**config.mk**
```make
export PLATFORM = sky130hd
export DESIGN_NAME = ahb_req_arbiter
export DESIGN_NICKNAME = d
export VERILOG_FILES = /design/src/rtl/ahb_arb_pkg.sv /design/src/rtl/rr_arbiter.sv /design/src/rtl/ahb_req_arbiter.sv
export SDC_FILE = /design/constraint.sdc
export NUM_CORES = 1
export LEC_CHECK = 0
export ABC_CLOCK_PERIOD_IN_PS = 7000
export CAP_MARGIN = 20
export CORE_AREA = 2 2 166 168
export DETAILED_ROUTE_END_ITERATION = 10
export DIE_AREA = 0 0 168 170
export PLACE_DENSITY = 0.62
export SYNTH_ARGS = -nofsm -noshare
export SYNTH_HDL_FRONTEND = slang
export SYNTH_SLANG_ARGS = --single-unit
```
**constraint.sdc**
```tcl
create_clock -name clk -period 7 [get_ports clk]
set_input_delay 1.05 -clock clk [delete_from_list [all_inputs] [get_ports clk]]
set_output_delay 1.05 -clock clk [all_outputs]
set_load 0.05 [all_outputs]
```
**src/rtl/ahb_arb_pkg.sv**
```systemverilog
// ahb_arb_pkg: AHB-Lite encodings and arbiter FSM states shared by the request arbiter.
package ahb_arb_pkg;
   typedef enum logic [1:0] {HT_IDLE = 2'b00, HT_BUSY = 2'b01, HT_NONSEQ = 2'b10, HT_SEQ = 2'b11} htrans_t;
   typedef enum logic [1:0] {ST_IDLE, ST_ADDR, ST_DATA} arb_state_t;
   localparam logic [2:0] HBURST_SINGLE = 3'b000;
   localparam logic [3:0] HPROT_DEFAULT = 4'b0011;
endpackage

```
**src/rtl/rr_arbiter.sv**
```systemverilog
// rr_arbiter: combinational round-robin pick, searching upward from ptr+1 with wrap.
module rr_arbiter #(
   parameter int NREQ = 4,
   parameter int IW   = $clog2(NREQ)
) (
   input  logic [NREQ-1:0] req,
   input  logic [IW-1:0]   ptr,
   output logic [NREQ-1:0] gnt,
   output logic [IW-1:0]   idx,
   output logic            any
);
   always_comb begin
      gnt = '0;
      idx = '0;
      any = 1'b0;
      for (int k = 1; k <= NREQ; k++) begin
         if (!any && req[(int'(ptr) + k) % NREQ]) begin
            any = 1'b1;
            gnt[(int'(ptr) + k) % NREQ] = 1'b1;
            idx = IW'((int'(ptr) + k) % NREQ);
         end
      end
   end
endmodule

```
**src/rtl/ahb_req_arbiter.sv**
```systemverilog
// ahb_req_arbiter: shares one AHB-Lite master port between NREQ requesters, one SINGLE NONSEQ
// transfer at a time, with round-robin selection and the response routed back to the owner.
module ahb_req_arbiter
   import ahb_arb_pkg::*;
#(
   parameter int NREQ = 4,
   parameter int AW   = 32,
   parameter int DW   = 32
) (
   input  logic             clk,
   input  logic             rstn,
   input  logic [NREQ-1:0]  req_valid,
   output logic [NREQ-1:0]  req_ready,
   input  logic [NREQ-1:0]  req_write,
   input  logic [NREQ*AW-1:0] req_addr,
   input  logic [NREQ*DW-1:0] req_wdata,
   input  logic [NREQ*3-1:0] req_size,
   output logic [NREQ-1:0]  rsp_valid,
   output logic [DW-1:0]    rsp_rdata,
   output logic             rsp_err,
   output logic             HSEL,
   output logic [AW-1:0]    HADDR,
   output logic             HWRITE,
   output logic [2:0]       HSIZE,
   output logic [2:0]       HBURST,
   output logic [3:0]       HPROT,
   output logic [1:0]       HTRANS,
   output logic             HMASTLOCK,
   output logic [DW-1:0]    HWDATA,
   input  logic             HREADYOUT,
   input  logic             HRESP,
   input  logic [DW-1:0]    HRDATA
);
   localparam int IW = $clog2(NREQ);
   arb_state_t state, state_nxt;
   logic [IW-1:0] rr, owner, win_idx;
   logic [NREQ-1:0] win_gnt;
   logic win_any, accept, done;
   logic [AW-1:0] cap_addr;
   logic [DW-1:0] cap_wdata;
   logic [2:0] cap_size;
   logic cap_write;

   rr_arbiter #(.NREQ(NREQ), .IW(IW)) u_rr (
      .req(req_valid), .ptr(rr), .gnt(win_gnt), .idx(win_idx), .any(win_any)
   );

   assign accept = (state == ST_IDLE) && win_any;
   assign done   = (state == ST_DATA) && HREADYOUT;

   always_ff @(posedge clk or negedge rstn) begin
      if (!rstn) state <= ST_IDLE;
      else state <= state_nxt;
   end

   always_comb begin
      state_nxt = (state == ST_IDLE) ? (win_any ? ST_ADDR : ST_IDLE) :
                  (state == ST_ADDR) ? (HREADYOUT ? ST_DATA : ST_ADDR) :
                  (state == ST_DATA) ? (HREADYOUT ? ST_IDLE : ST_DATA) : ST_IDLE;
   end

   always_comb begin
      req_ready = (state == ST_IDLE) ? win_gnt : '0;
      HSEL      = (state == ST_ADDR);
      HTRANS    = (state == ST_ADDR) ? HT_NONSEQ : HT_IDLE;
      HADDR     = cap_addr;
      HWRITE    = cap_write;
      HSIZE     = cap_size;
      HWDATA    = cap_wdata;
      HBURST    = HBURST_SINGLE;
      HPROT     = HPROT_DEFAULT;
      HMASTLOCK = 1'b0;
   end

   // The winner becomes the new rr pointer so it is searched last next time.
   always_ff @(posedge clk or negedge rstn) begin
      if (!rstn) begin
         rr        <= IW'(NREQ - 1);
         owner     <= '0;
         cap_addr  <= '0;
         cap_wdata <= '0;
         cap_size  <= '0;
         cap_write <= 1'b0;
      end else if (accept) begin
         rr        <= win_idx;
         owner     <= win_idx;
         cap_addr  <= req_addr[int'(win_idx)*AW +: AW];
         cap_wdata <= req_wdata[int'(win_idx)*DW +: DW];
         cap_size  <= req_size[int'(win_idx)*3 +: 3];
         cap_write <= req_write[win_idx];
      end
   end

   always_ff @(posedge clk or negedge rstn) begin
      if (!rstn) begin
         rsp_valid <= '0;
         rsp_rdata <= '0;
         rsp_err   <= 1'b0;
      end else begin
         rsp_valid <= done ? (NREQ'(1) << owner) : '0;
         if (done) begin
            rsp_rdata <= cap_write ? '0 : HRDATA;
            rsp_err   <= HRESP;
         end
      end
   end
endmodule

```
# --- After elaboration in Yosys (flattened, before gate mapping) ---
# Index checks and enable logic that the tools add are counted.
totals:
  rom_bits: 0
  latch_bits: 0
  n_memories: 0
  reg_bits: 111
  input_bits: 312
  out_inout_bits: 120
  ram_bits: 0
op_classes:
  n_mux: 44
  addsub: 4
  n_div: 0
  reduce_logical: 17
  eq_ne: 2
  n_shift: 4
  mul: 1
  bitwise_logic: 7
  n_lt_le_gt_ge: 9
op_table:
  columns: ["op", "n"]
  rows:
  - ["128-bit by 8-bit indexed part select with 32-bit output", 2]
  - ["32-bit 2-to-1 mux", 1]
  - ["4-bit 2-to-1 mux", 6]
  - ["2-bit 2-to-1 mux", 10]
  - ["1-bit 2-to-1 mux", 18]
  - ["3-bit by 4-bit < comparator with 1-bit output (second input constant)", 4]
  - ["3-bit by 1-bit >= comparator with 1-bit output (second input constant)", 4]
  - ["4-bit OR", 3]
  - ["12-bit by 5-bit indexed part select with 3-bit output", 1]
  - ["1-bit binary-select mux with 2-bit select", 5]
  - ["1-bit logical AND", 9]
  - ["1-bit demux with 2-bit select", 4]
  - ["2-bit OR reduction", 4]
  - ["2-bit by 1-bit adder with 2-bit output (second input constant)", 2]
  - ["2-bit adder (second input constant)", 2]
  - ["1-bit bitwise AND (first input constant)", 4]
  - ["2-bit by 2-bit multiplier with 4-bit output (second input constant)", 1]
  - ["1-bit by 2-bit left shift with 4-bit output (first input constant)", 1]
  - ["1-bit zero test", 3]
  - ["2-bit by 3-bit < comparator with 1-bit output (second input constant)", 1]
  - ["2-bit by 1-bit equality test with 1-bit output (second input constant)", 1]
  - ["2-bit equality test (second input constant)", 1]
  - ["2-bit zero test", 1]

# --- Depth between registers and ports, before layout ---
logic_depth:
  word_depth: 18
  mapped_depth: 12
  ltp_nobuf: 8

# --- Cells and area by module ---
# Synthesis repeated with hierarchy kept, for this count alone.
hier_totals:
  cells_unflattened: 462
  area_unflattened_um2: 6747.7
by_module_without_submodules:
  columns: ["module", "n_inst", "area_each_um2", "seq_area_each_um2", "cells_each"]
  rows:
  - ["ahb_req_arbiter", 1, 6118.4, 2780.2, 376]
  - ["rr_arbiter", 1, 629.4, 0.0, 86]

# --- Worst setup path after synthesis ---
# No wires, ideal clock.
synth_timing:
  kind: "register to output"
  from: "reg rr[0]"
  to: "out req_ready[0]"
  path_buffers: 2
  required_ns: 5.950
  path_stages_with_launch: 10
  t_arrival_ns: 3.019
  slack_ns: 2.931
  cell_sequence: "dfstp_2 -> buf_6 -> inv_1 -> ha_1 -> mux4_2 -> buf_6 -> nor3_1 -> and2_1 -> a221oi_1 -> nor2_1"
synth_between:
  elab_chain_len: 15
  word_cells_on_any_way: 61
synth_rtl:
  columns: ["item", "line", "source"]
  rows:
  - ["start: declaration", "ahb_req_arbiter.sv:36", "logic [IW-1:0] rr, owner, win_idx;"]
  - ["start signal: assignment", "ahb_req_arbiter.sv:78", "rr <= IW'(NREQ - 1);"]
  - ["start signal: assignment", "ahb_req_arbiter.sv:85", "rr <= win_idx;"]
  - ["2-bit by 1-bit adder with 2-bit output", "rr_arbiter.sv:17, rr_arbiter.sv:19", null]
  - ["2-bit OR reduction (no source line) / 1-bit binary-select mux with 2-bit select (equally long branches)", null, null]
  - ["1-bit bitwise AND (no source line) / 1-bit 2-to-1 mux (equally long branches)", null, null]
  - ["3-bit by 4-bit < comparator with 1-bit output (implied by the code) (tied with other cells)", "rr_arbiter.sv:19", "gnt[(int'(ptr) + k) % NREQ] = 1'b1;"]
  - ["1-bit logical AND (implied by the code) / 1-bit 2-to-1 mux (equally long branches)", "rr_arbiter.sv:19, rr_arbiter.sv:17", null]
  - ["1-bit 2-to-1 mux (implied by the code) / 1-bit zero test (equally long branches)", "rr_arbiter.sv:19, rr_arbiter.sv:17", null]
  - ["1-bit demux with 2-bit select / 1-bit logical AND (equally long branches)", null, null]
  - ["4-bit 2-to-1 mux / 1-bit 2-to-1 mux (equally long branches)", "rr_arbiter.sv:17", "if (!any && req[(int'(ptr) + k) % NREQ]) begin"]
  - ["4-bit OR (no source line) / 1-bit zero test (equally long branches)", null, null]
  - ["4-bit 2-to-1 mux / 1-bit logical AND (equally long branches)", "rr_arbiter.sv:17", null]
  - ["4-bit OR (no source line) / 1-bit 2-to-1 mux (equally long branches)", null, null]
  - ["4-bit 2-to-1 mux / 1-bit zero test (equally long branches)", "rr_arbiter.sv:17", null]
  - ["4-bit OR (no source line) / 1-bit logical AND (equally long branches)", null, null]
  - ["4-bit 2-to-1 mux *", "rr_arbiter.sv:17", null]
  - ["4-bit 2-to-1 mux *", "ahb_req_arbiter.sv:63", "req_ready = (state == ST_IDLE) ? win_gnt : '0;"]
  - ["end: declaration", "ahb_req_arbiter.sv:13", "output logic [NREQ-1:0] req_ready,"]
# Mark *: on every way between the ends. The rest lies on a longest branch, timed or not. The select of a mux whose other input is x is not followed.

# --- Final worst setup path ---
layout_timing:
  from: "reg rr[0]"
  to: "out req_ready[3]"
# Same word-level chain as after synthesis.

==> flow_metrics.env <==
export IMPL_synth_seq_cells=111
export IMPL_dpl_cell_area_sq_mm=0.0108
export IMPL_p_seq_frac=0.196
export IMPL_final_common_cell="clkdlybuf4s50_1"
export IMPL_synthAdderAreaFrac=0.0156
export IMPL_p_leak_nw=4.81
export IMPL_tritoncts="built"
export IMPL_grt_pass1_vias=6382
export IMPL_clkSinkCount=111
export IMPL_required_ns=5.95
export IMPL_firstDrtPassIters=5
export IMPL_gp_congestion=0.775
export IMPL_ys_types=40
export IMPL_p_int_mw=2.86
export IMPL_rows=60
export IMPL_final_period_utilization=0.705
export IMPL_die_w_microns=168
export IMPL_comb_power_share=0.715
export IMPL_route_detailed_drc=0
export IMPL_tns_ns=0
export IMPL_synthesis_area_sq_mm=0.00643
export IMPL_finalCriticalPeriod_ns=4.94
export IMPL_max_freq_mhz=203
export IMPL_synth_avg_cell_area_sq_um=10.4
export IMPL_drt_iter0_drc=446
export IMPL_portBuffers=422
export IMPL_run_status="finished, final reports clean"
export IMPL_path_clk_slew_ns=0.09
export IMPL_drt_wl_total_microns=24200
export IMPL_synthMuxAreaShare=0.230
export IMPL_fin_worst_skew_ns=0.0158
export IMPL_max_slew_margin_rel=0.368
export IMPL_dp_hpwl_microns=18300
export IMPL_worstSetupEndpointType="output port"
export IMPL_overflow=0
export IMPL_power_density_mw_per_mm2=533
export IMPL_p_clk_frac=0.089
export IMPL_post_cts_setup_buffers=0
export IMPL_clk_path_buf_depth=2
export IMPL_yosys_warnings=0
export IMPL_die_h_microns=170
export IMPL_ys_async_sr_fraction=1.00
export IMPL_syn_to_final_growth_pct=73.0
export IMPL_clock_latency_ns=0.36
export IMPL_critPathArrivalTime_ns=3.89
export IMPL_rsz0062_at_grt="no"
export IMPL_layout_common_cells="clkdlybuf4s50_1, mux2i_1, dfrtp_1"
export IMPL_die_area_sq_mm=0.0286
export IMPL_design_area_sq_mm=0.0111
export IMPL_cts_resized=0
export IMPL_vias=6211
export IMPL_cts_buffers=9
export IMPL_whs_ns=0.468
export IMPL_cp_max_fo=14
export IMPL_peakVddDrop_uv=646
export IMPL_diodes=0
export IMPL_hold_viol=0
export IMPL_layout_drive_gt1_share=0.0406
export IMPL_synth_simple_area_share=0.115
export IMPL_grt_total_usage=0.164
export IMPL_postSynthCellCount=618
export IMPL_final_antenna_net_count=0
export IMPL_grt_pass1_wl_microns=36500
export IMPL_hold_class="reg -> reg"
export IMPL_synth_xor_area_frac=0.00136
export IMPL_maxCapViolCount=0
export IMPL_fin_util=0.417
export IMPL_crit_type="reg -> out"
export IMPL_synth_compound_area_share=0.146
export IMPL_start_util=0.241
export IMPL_swShare=0.517
export IMPL_h_tree_depth=3
export IMPL_yosysSeqAreaShare=0.433
export IMPL_cts_root_buf="clkbuf_16"
export IMPL_cts_hold_buffers=0
export IMPL_setup_viol=0
export IMPL_tightest_slew_ns=0.948
export IMPL_switching_power_mw=3.07
export IMPL_grt_max_degree=87
export IMPL_io_pins=432
export IMPL_maxSlewViolCount=0
export IMPL_synth_top_family_by_area="multiplexers"
export IMPL_via_per_inst=4.60
export IMPL_synth_enable_flop_cells=0
export IMPL_cp_start_kind="flip-flop"
export IMPL_core_area_sq_mm=0.0267
export IMPL_wl_per_cell_microns=18.0
export IMPL_antenna_found_initial=0
export IMPL_nets=1324
export IMPL_synth_main_ff_cell="dfrtp_1"
layout make-up:
cell class	count	area [sq um]
timing repair buffer	430	4290
inverter	6	22.5
clock inverter	6	61.3
fill	2602	15500
clock buffer	10	229
tap	341	427
multi-input combinational	446	3300
sequential	111	2780
power by group through the flow:
stage / registers, mW / clock network, mW / logic (mW)
finish: 1.16 / 0.529 / 4.23
global route: 1.20 / 0.578 / 4.52
floorplan: 2.12 / 0 / 2.11
global placement: 1.16 / 0 / 4.24
CTS: 1.16 / 0.549 / 4.28
detailed placement: 1.17 / 0 / 4.28
flip-flops by register name, indices dropped and copies added, names as in the netlist:
| register | cells |
|---|---|
| HADDR | 32 |
| HWDATA | 32 |
| rsp_rdata | 32 |
| rsp_valid | 4 |
| HSIZE | 3 |
| owner | 2 |
| rr | 2 |
| state | 2 |
| HWRITE | 1 |
| rsp_err | 1 |
cell usage after synthesis, types with 3 or more instances:
library cell	instances	area share
a221oi_1	4	0.0055
a22oi_1	4	0.0047
buf_2	19	0.015
buf_4	17	0.020
buf_6	5	0.0088
clkbuf_1	20	0.012
dfrtp_1	109	0.42
ha_1	8	0.016
inv_1	6	0.0035
mux2_2	3	0.0053
mux2i_1	134	0.21
mux4_2	4	0.014
nand2_1	101	0.059
nand2b_1	36	0.035
nor2_1	11	0.0064
nor3_1	5	0.0039
o21ai_0	36	0.028
o221ai_1	68	0.093
worst paths after layout:
| check | startpoint | endpoint | slack (ns) | cells past startpoint |
|---|---|---|---|---|
| min in group asynchronous | rstn | HADDR[7] | 0.68 | 1 |
| worst min register to register | owner[1] | rsp_valid[1] | 0.47 | 1 |
| worst min-delay path | owner[1] | rsp_valid[1] | 0.47 | 1 |
| worst max register to register | rr[0] | HADDR[13] | 2.53 | 8 |
| worst max-delay path | rr[0] | req_ready[3] | 2.06 | 8 |
| max in group asynchronous | rstn | HWDATA[1] | 4.93 | 2 |
per-stage QoR:
step | power [mW] | instances | setup slack [ns]
5_1_grt | 6.30 | 1350 | 1.76
3_5_place_dp | 5.45 | 1334 | 2.23
2_1_floorplan | 4.23 | 625 | 2.93
4_1_cts | 6.00 | 1350 | 2.03
6_report | 5.92 | 1350 | 2.06
3_3_place_gp | 5.40 | 1334 | 2.27
worst max-delay path: stages, from the launching register on:
cell             delay, ns
dfstp_2               0.71
inv_1                 0.19
ha_1                  0.47
mux4_2                0.68
nor3_1                0.26
and2_1                0.22
a221oi_1              0.10
nor2_1                0.10
clkdlybuf4s50_1       0.81
cell families after synthesis:
group,count (synthesis)
DFF,111
muxes,142
xor gates and xnor gates,1
adders and majority gates,8
AOI/OAI and AO/OA,124
buffers and inverters,68
other,2
and+or+nand+nor,162
routing by layer:
metal  GRT usage  routed length (microns)  vias to the layer above
li1            -                        -                     3012
met2       0.298                    12600                      280
met3      0.0398                     1730                       13
met5           0                        0                        -
met4      0.0363                      280                        0
met1       0.194                     9630                     2906
Note: power is estimated with default switching activity, not from simulation.
